`src/rtl/instruction_fetch_if.sv`:
```
// Fetch-unit bus: instruction-memory port, decoder issue handshake and branch resolution.
interface instruction_fetch_if;
    localparam int unsigned XLEN = 64;
    localparam int unsigned ILEN = 32;

    logic            imem_req;
    logic [XLEN-1:0] imem_addr;
    logic            imem_ack;
    logic [ILEN-1:0] imem_data;
    logic [ILEN-1:0] instruction;
    logic            instr_valid;
    logic            instr_ready;
    logic [XLEN-1:0] issue_pc;
    logic            branch_resolve;
    logic            branch;
    logic            unconditional_branch;
    logic            zero;
    logic [XLEN-1:0] branch_offset;
    logic [ILEN-1:0] fetch_count;

    modport master (
        output imem_req, imem_addr, instruction, instr_valid, issue_pc, fetch_count,
        input  imem_ack, imem_data, instr_ready, branch_resolve, branch,
               unconditional_branch, zero, branch_offset
    );

    modport slave (
        input  imem_req, imem_addr, instruction, instr_valid, issue_pc, fetch_count,
        output imem_ack, imem_data, instr_ready, branch_resolve, branch,
               unconditional_branch, zero, branch_offset
    );
endinterface

```
`src/rtl/instruction_fetch.sv`:
```
// Single-issue fetch unit: FETCH -> ISSUE -> RESOLVE loop, one instruction in flight.
// FETCH_COUNT_INIT only exists to let a bench start fetch_count near its wrap point.
module instruction_fetch #(
    parameter logic [63:0] RESET_PC         = 64'h0,
    parameter logic [31:0] FETCH_COUNT_INIT = 32'h0
) (
    input logic                 clock_i,
    input logic                 reset_n_i,
    instruction_fetch_if.master bus
);
    localparam int unsigned XLEN = 64;
    localparam int unsigned ILEN = 32;

    typedef enum logic [1:0] {
        FETCH   = 2'd0,
        ISSUE   = 2'd1,
        RESOLVE = 2'd2
    } state_e;

    state_e          state_q, state_d;
    logic [XLEN-1:0] pc_q, pc_d;
    logic [XLEN-1:0] issue_pc_q, issue_pc_d;
    logic [ILEN-1:0] instr_q, instr_d;
    logic [ILEN-1:0] count_q, count_d;
    logic            req_q, req_d;
    logic            valid_q, valid_d;
    logic            taken_c;
    logic [XLEN-1:0] step_c;

    // Branch step: word offset scaled to bytes when taken, else next sequential word.
    always_comb begin
        taken_c = bus.unconditional_branch | (bus.branch & bus.zero);
        step_c  = taken_c ? (bus.branch_offset << 2) : XLEN'(4);
    end

    always_ff @(posedge clock_i) begin
        if (!reset_n_i) begin
            state_q    <= FETCH;
            pc_q       <= RESET_PC;
            issue_pc_q <= '0;
            instr_q    <= '0;
            count_q    <= FETCH_COUNT_INIT;
            req_q      <= 1'b0;
            valid_q    <= 1'b0;
        end else begin
            state_q    <= state_d;
            pc_q       <= pc_d;
            issue_pc_q <= issue_pc_d;
            instr_q    <= instr_d;
            count_q    <= count_d;
            req_q      <= req_d;
            valid_q    <= valid_d;
        end
    end

    // Ack is only honoured once the request is visible, so the post-reset idle cycle ignores it.
    always_comb begin
        state_d    = state_q;
        pc_d       = pc_q;
        issue_pc_d = issue_pc_q;
        instr_d    = instr_q;
        count_d    = count_q;
        unique case (state_q)
            FETCH: begin
                if (req_q && bus.imem_ack) begin
                    instr_d    = bus.imem_data;
                    issue_pc_d = pc_q;
                    state_d    = ISSUE;
                end
            end
            ISSUE: begin
                if (bus.instr_ready) begin
                    count_d = count_q + ILEN'(1);
                    state_d = RESOLVE;
                end
            end
            RESOLVE: begin
                if (bus.branch_resolve) begin
                    pc_d    = issue_pc_q + step_c;
                    state_d = FETCH;
                end
            end
            default: state_d = FETCH;
        endcase
        req_d   = (state_d == FETCH);
        valid_d = (state_d == ISSUE);
    end

    assign bus.imem_req    = req_q;
    assign bus.imem_addr   = pc_q;
    assign bus.instruction = instr_q;
    assign bus.instr_valid = valid_q;
    assign bus.issue_pc    = issue_pc_q;
    assign bus.fetch_count = count_q;
endmodule

```
`src/flat_wrapper.sv`:
```
// flat-port wrapper written by rule: the top's interface ports become plain ports
module instruction_fetch_flat 
#(
    parameter logic [63:0] RESET_PC         = 64'h0,
    parameter logic [31:0] FETCH_COUNT_INIT = 32'h0
)
  (clock_i, reset_n_i, bus_imem_req, bus_imem_addr, bus_instruction, bus_instr_valid, bus_issue_pc, bus_fetch_count, bus_imem_ack, bus_imem_data, bus_instr_ready, bus_branch_resolve, bus_branch, bus_unconditional_branch, bus_zero, bus_branch_offset);
  instruction_fetch_if bus_i ();
  input logic clock_i;
  input logic reset_n_i;
  output wire logic [$bits(bus_i.imem_req)-1:0] bus_imem_req;
  output wire logic [$bits(bus_i.imem_addr)-1:0] bus_imem_addr;
  output wire logic [$bits(bus_i.instruction)-1:0] bus_instruction;
  output wire logic [$bits(bus_i.instr_valid)-1:0] bus_instr_valid;
  output wire logic [$bits(bus_i.issue_pc)-1:0] bus_issue_pc;
  output wire logic [$bits(bus_i.fetch_count)-1:0] bus_fetch_count;
  input wire logic [$bits(bus_i.imem_ack)-1:0] bus_imem_ack;
  input wire logic [$bits(bus_i.imem_data)-1:0] bus_imem_data;
  input wire logic [$bits(bus_i.instr_ready)-1:0] bus_instr_ready;
  input wire logic [$bits(bus_i.branch_resolve)-1:0] bus_branch_resolve;
  input wire logic [$bits(bus_i.branch)-1:0] bus_branch;
  input wire logic [$bits(bus_i.unconditional_branch)-1:0] bus_unconditional_branch;
  input wire logic [$bits(bus_i.zero)-1:0] bus_zero;
  input wire logic [$bits(bus_i.branch_offset)-1:0] bus_branch_offset;
  assign bus_imem_req = bus_i.imem_req;
  assign bus_imem_addr = bus_i.imem_addr;
  assign bus_instruction = bus_i.instruction;
  assign bus_instr_valid = bus_i.instr_valid;
  assign bus_issue_pc = bus_i.issue_pc;
  assign bus_fetch_count = bus_i.fetch_count;
  assign bus_i.imem_ack = bus_imem_ack;
  assign bus_i.imem_data = bus_imem_data;
  assign bus_i.instr_ready = bus_instr_ready;
  assign bus_i.branch_resolve = bus_branch_resolve;
  assign bus_i.branch = bus_branch;
  assign bus_i.unconditional_branch = bus_unconditional_branch;
  assign bus_i.zero = bus_zero;
  assign bus_i.branch_offset = bus_branch_offset;
  instruction_fetch #(.RESET_PC(RESET_PC), .FETCH_COUNT_INIT(FETCH_COUNT_INIT)) u_core (.clock_i(clock_i), .reset_n_i(reset_n_i), .bus(bus_i));
endmodule
```
`config.mk`:
```
export PLATFORM = sky130hd
export DESIGN_NAME = instruction_fetch_flat
export DESIGN_NICKNAME = d
export VERILOG_FILES = /design/src/rtl/instruction_fetch_if.sv /design/src/rtl/instruction_fetch.sv /design/src/flat_wrapper.sv
export SDC_FILE = /design/constraint.sdc
export NUM_CORES = 1
export LEC_CHECK = 0
export CORE_ASPECT_RATIO = 2
export CORE_MARGIN = 2
export CORE_UTILIZATION = 45
export DETAILED_ROUTE_END_ITERATION = 16
export MAX_ROUTING_LAYER = met4
export PLACE_DENSITY = 0.8
export SETUP_SLACK_MARGIN = 0.5
export SYNTH_ARGS = -nofsm -noshare
export SYNTH_HDL_FRONTEND = slang
export SYNTH_SLANG_ARGS = --single-unit
```
`constraint.sdc`:
```
create_clock -name clock_i -period 7.7 [get_ports clock_i]
set_input_delay 1.54 -clock clock_i [delete_from_list [all_inputs] [get_ports clock_i]]
set_output_delay 1.54 -clock clock_i [all_outputs]
set_load 0.01 [all_outputs]
```
==> results.toml <==
[placement]
hpwl_mm = 26.1
place_ws_ns = 1.67
placed_area_um2 = 14500
port_buffers = 295
placed_cells = 1983
place_congestion = 0.935

[clocking]
numCtsBuffers = 17
htreeDepth = 4
ctsHoldBuffers = 0
clockBufferDepth = 2
cts_sinks = 196
cts_resized = 0
cts_tree = "done"
clk_latency_ns = 0.45
cts-root-buf = "clkbuf_16"
cts_setup_buffers = 0
cts.clk_slew.worst_paths_ns = 0.07

[worst_setup_path]
cp_max_fo = 22
crit_path_end_kind = "flip-flop"
r2r_cells = 13
worstSetupStartpointType = "input pin"
reg2reg_to = "u_core.bus.imem_addr[56]"
r2r-start = "u_core.bus.issue_pc[2]"
reg2reg_setup_slack_ns = 4.24
worstPathArrival_ns = 5.96
timing.setup.critical_path_class = "in2reg"
cp.required_ns = 8.05

[grt]
grt_first_pass_wirelength_mm = 55.2
grt_pass1_vias = 10600
grt_max_degree = 94
grt_usage_pct = 27.3
overflow = 0
antenna_found_initial = 0

[drt]
wl_per_cell_um = 17.5
vias_per_cell = 5.41
wl_met3_mm = 1.63
drc = 0
wl_met2_mm = 19.0
drtAntennaViolNets = 0
dr.max_layer_used = "met4"
drtIter0Drc = 637
dr.pass1.iters = 7
wirelength_mm = 35.3
drt-met1-wl_mm = 13.3
vias = 10900

[timing]
worstMarginPinSlew_ns = 1.16
min_period_over_period_pct = 72.9
finClkSkew_ns = 0.0139
finalSetupViolCount = 0
hold_violations = 0
rsz0062_at_grt = "no"
max_freq_mhz = 178
slew_violations = 0
finalCriticalPeriod_ns = 5.61
setup_slack_ns = 2.09
slew_headroom_pct = 22.7
fin_tns_setup_ns = 0

[yosys]
netlist_instances = 1425
async_flop_share_pct = 0
yosys-top-cells-count = "nand2_1, dfxtp_1, a21boi_0, a21oi_1, nor2b_1"
yosys_warnings = 0
syn_area_per_cell_um2 = 7.94
syn_nets = 1592
synth_edf_count = 0
netlist_area_um2 = 11300
synth_most_common_cell = "nand2_1"
synth_top_area_share_pct = 34.7
ys_seq_elements = 196
seq_area_frac_synth_pct = 34.7
synthTopCellsByArea = "dfxtp_1, nand2_1, a21boi_0"
synthDistinctLibCells = 72
synth_ff_type = "dfxtp_1"
synth_largest_area_cell = "dfxtp_1"

[min_path]
hold_path.class = "reg2reg"
hold_end = "u_core.bus.instruction[23]"
holdPathStages = 2
min_from = "u_core.bus.instruction[23]"

[cells_and_area]
area_growth_pct = 32.9
final_util_pct = 60.3
n_antenna_cell = 0
layout-drive-gt1-share_pct = 3.81
nets = 1833
final_area_um2 = 15000
stdcell_count = 2015

[status]
outcome = "finished, final reports clean"

[die]
die_h_um = 228
core-area_um2 = 24900
die_x_um = 116
ios = 298
die-area_um2 = 26500
num_rows = 82
start_util_pct = 45.4

[pwr]
seqPwrFrac_pct = 46.7
switching_power_w = 0.000563
power.density_nw_per_um2 = 147
ir_worst_vdd_mv = 0.153
p_leak_nw = 5.65
intPower_w = 0.00165
clkPwrFrac_pct = 41.1
p_comb_share_pct = 12.2
p_sw_share_pct = 25.4

[job]
maxCapViolCount = 0
==> per-layer routing <==
layer,vias up,global-route usage [%]
met5,-,-
met4,0,12.1
met3,82,4.75
met2,399,48.8
met1,5060,28.6
li1,5352,-
==> worst max path at each step <==
stage / startpoint / to / depth (start not counted)
2_1_floorplan: bus_branch / u_core.bus.imem_addr[60] / 16
3_3_place_gp: bus_branch / u_core.bus.imem_addr[60] / 15
3_5_place_dp: bus_branch / u_core.bus.imem_addr[56] / 15
4_1_cts: bus_branch / u_core.bus.imem_addr[56] / 15
5_1_grt: bus_branch / u_core.bus.imem_addr[56] / 15
6_report: bus_branch / u_core.bus.imem_addr[56] / 15
==> placed cells by master (no fill, tap or decap), types with 18 or more instances in the layout <==
cell | netlist | final
nand2_1 | 317 | 317
clkdlybuf4s50_1 | 0 | 294
dfxtp_1 | 196 | 196
a21boi_0 | 113 | 113
a21oi_1 | 80 | 79
nor2b_1 | 70 | 70
o21ai_0 | 69 | 69
and2_1 | 63 | 63
ha_1 | 62 | 62
xnor2_1 | 53 | 53
nor2_1 | 46 | 46
xor2_1 | 29 | 29
a21o_1 | 25 | 25
nand3_1 | 25 | 24
nand4_1 | 21 | 21
inv_1 | 18 | 18
a22o_1 | 18 | 18
==> sequential cells by signal (all words and copies together) (netlist names) <==
| name | flops |
|---|---|
| u_core.bus.instr_valid | 1 |
| u_core.bus.imem_req | 1 |
| u_core.bus.issue_pc | 64 |
| u_core.state_q | 2 |
| u_core.bus.instruction | 32 |
| u_core.bus.fetch_count | 32 |
| u_core.bus.imem_addr | 64 |
==> stage by stage <==
| stage | power [W] | hold slack [ns] |
|---|---|---|
| 3_5_place_dp | 0.00133 | 0.458 |
| 6_report | 0.00222 | 0.465 |
| 5_1_grt | 0.00229 | 0.496 |
| 3_3_place_gp | 0.00132 | 0.451 |
| 4_1_cts | 0.00224 | 0.468 |
| 2_1_floorplan | 0.00121 | 0.479 |
==> cells by family after synthesis <==
kind of cell,share of synthesized area [%]
buf+inv,3.42
xor+xnor,6.34
compound gates,23.1
simple gates,25.4
flops,34.7
fa+ha+maj,7.03
mux,0.0884
==> power by group through the flow <==
stage / Sequential [W] / Clock (W) / Combinational [W]
detailed placement: 0.00106 / 0 / 0.000269
global placement: 0.00106 / 0 / 0.000266
finish: 0.00104 / 0.000911 / 0.000270
floorplan: 0.00106 / 0 / 0.000144
CTS: 0.00103 / 0.000931 / 0.000271
global route: 0.00104 / 0.000965 / 0.000292
==> final cells by class <==
type / instances / area (um2)
clock inverter: 9 / 119
sequential: 196 / 3920
inverter: 18 / 67.6
tap: 336 / 420
fill: 2181 / 9890
multi-input combinational: 1131 / 7040
timing repair buffer: 302 / 3000
clock buffer: 23 / 468
==> worst max-delay path, cell delays in order <==
cell             delay (ns)
clkdlybuf4s50_1        0.55
a21oi_4                0.56
buf_4                  0.38
nor2b_1                0.09
ha_1                   0.38
a21oi_1                0.22
o21ai_0                0.19
nor2_1                 0.15
o211ai_1               0.14
a31oi_1                0.30
o21ai_1                0.14
o31ai_1                0.76
o21bai_1               0.20
xnor2_1                0.16
a22o_1                 0.17
Note: power is estimated with default switching activity, not from simulation.
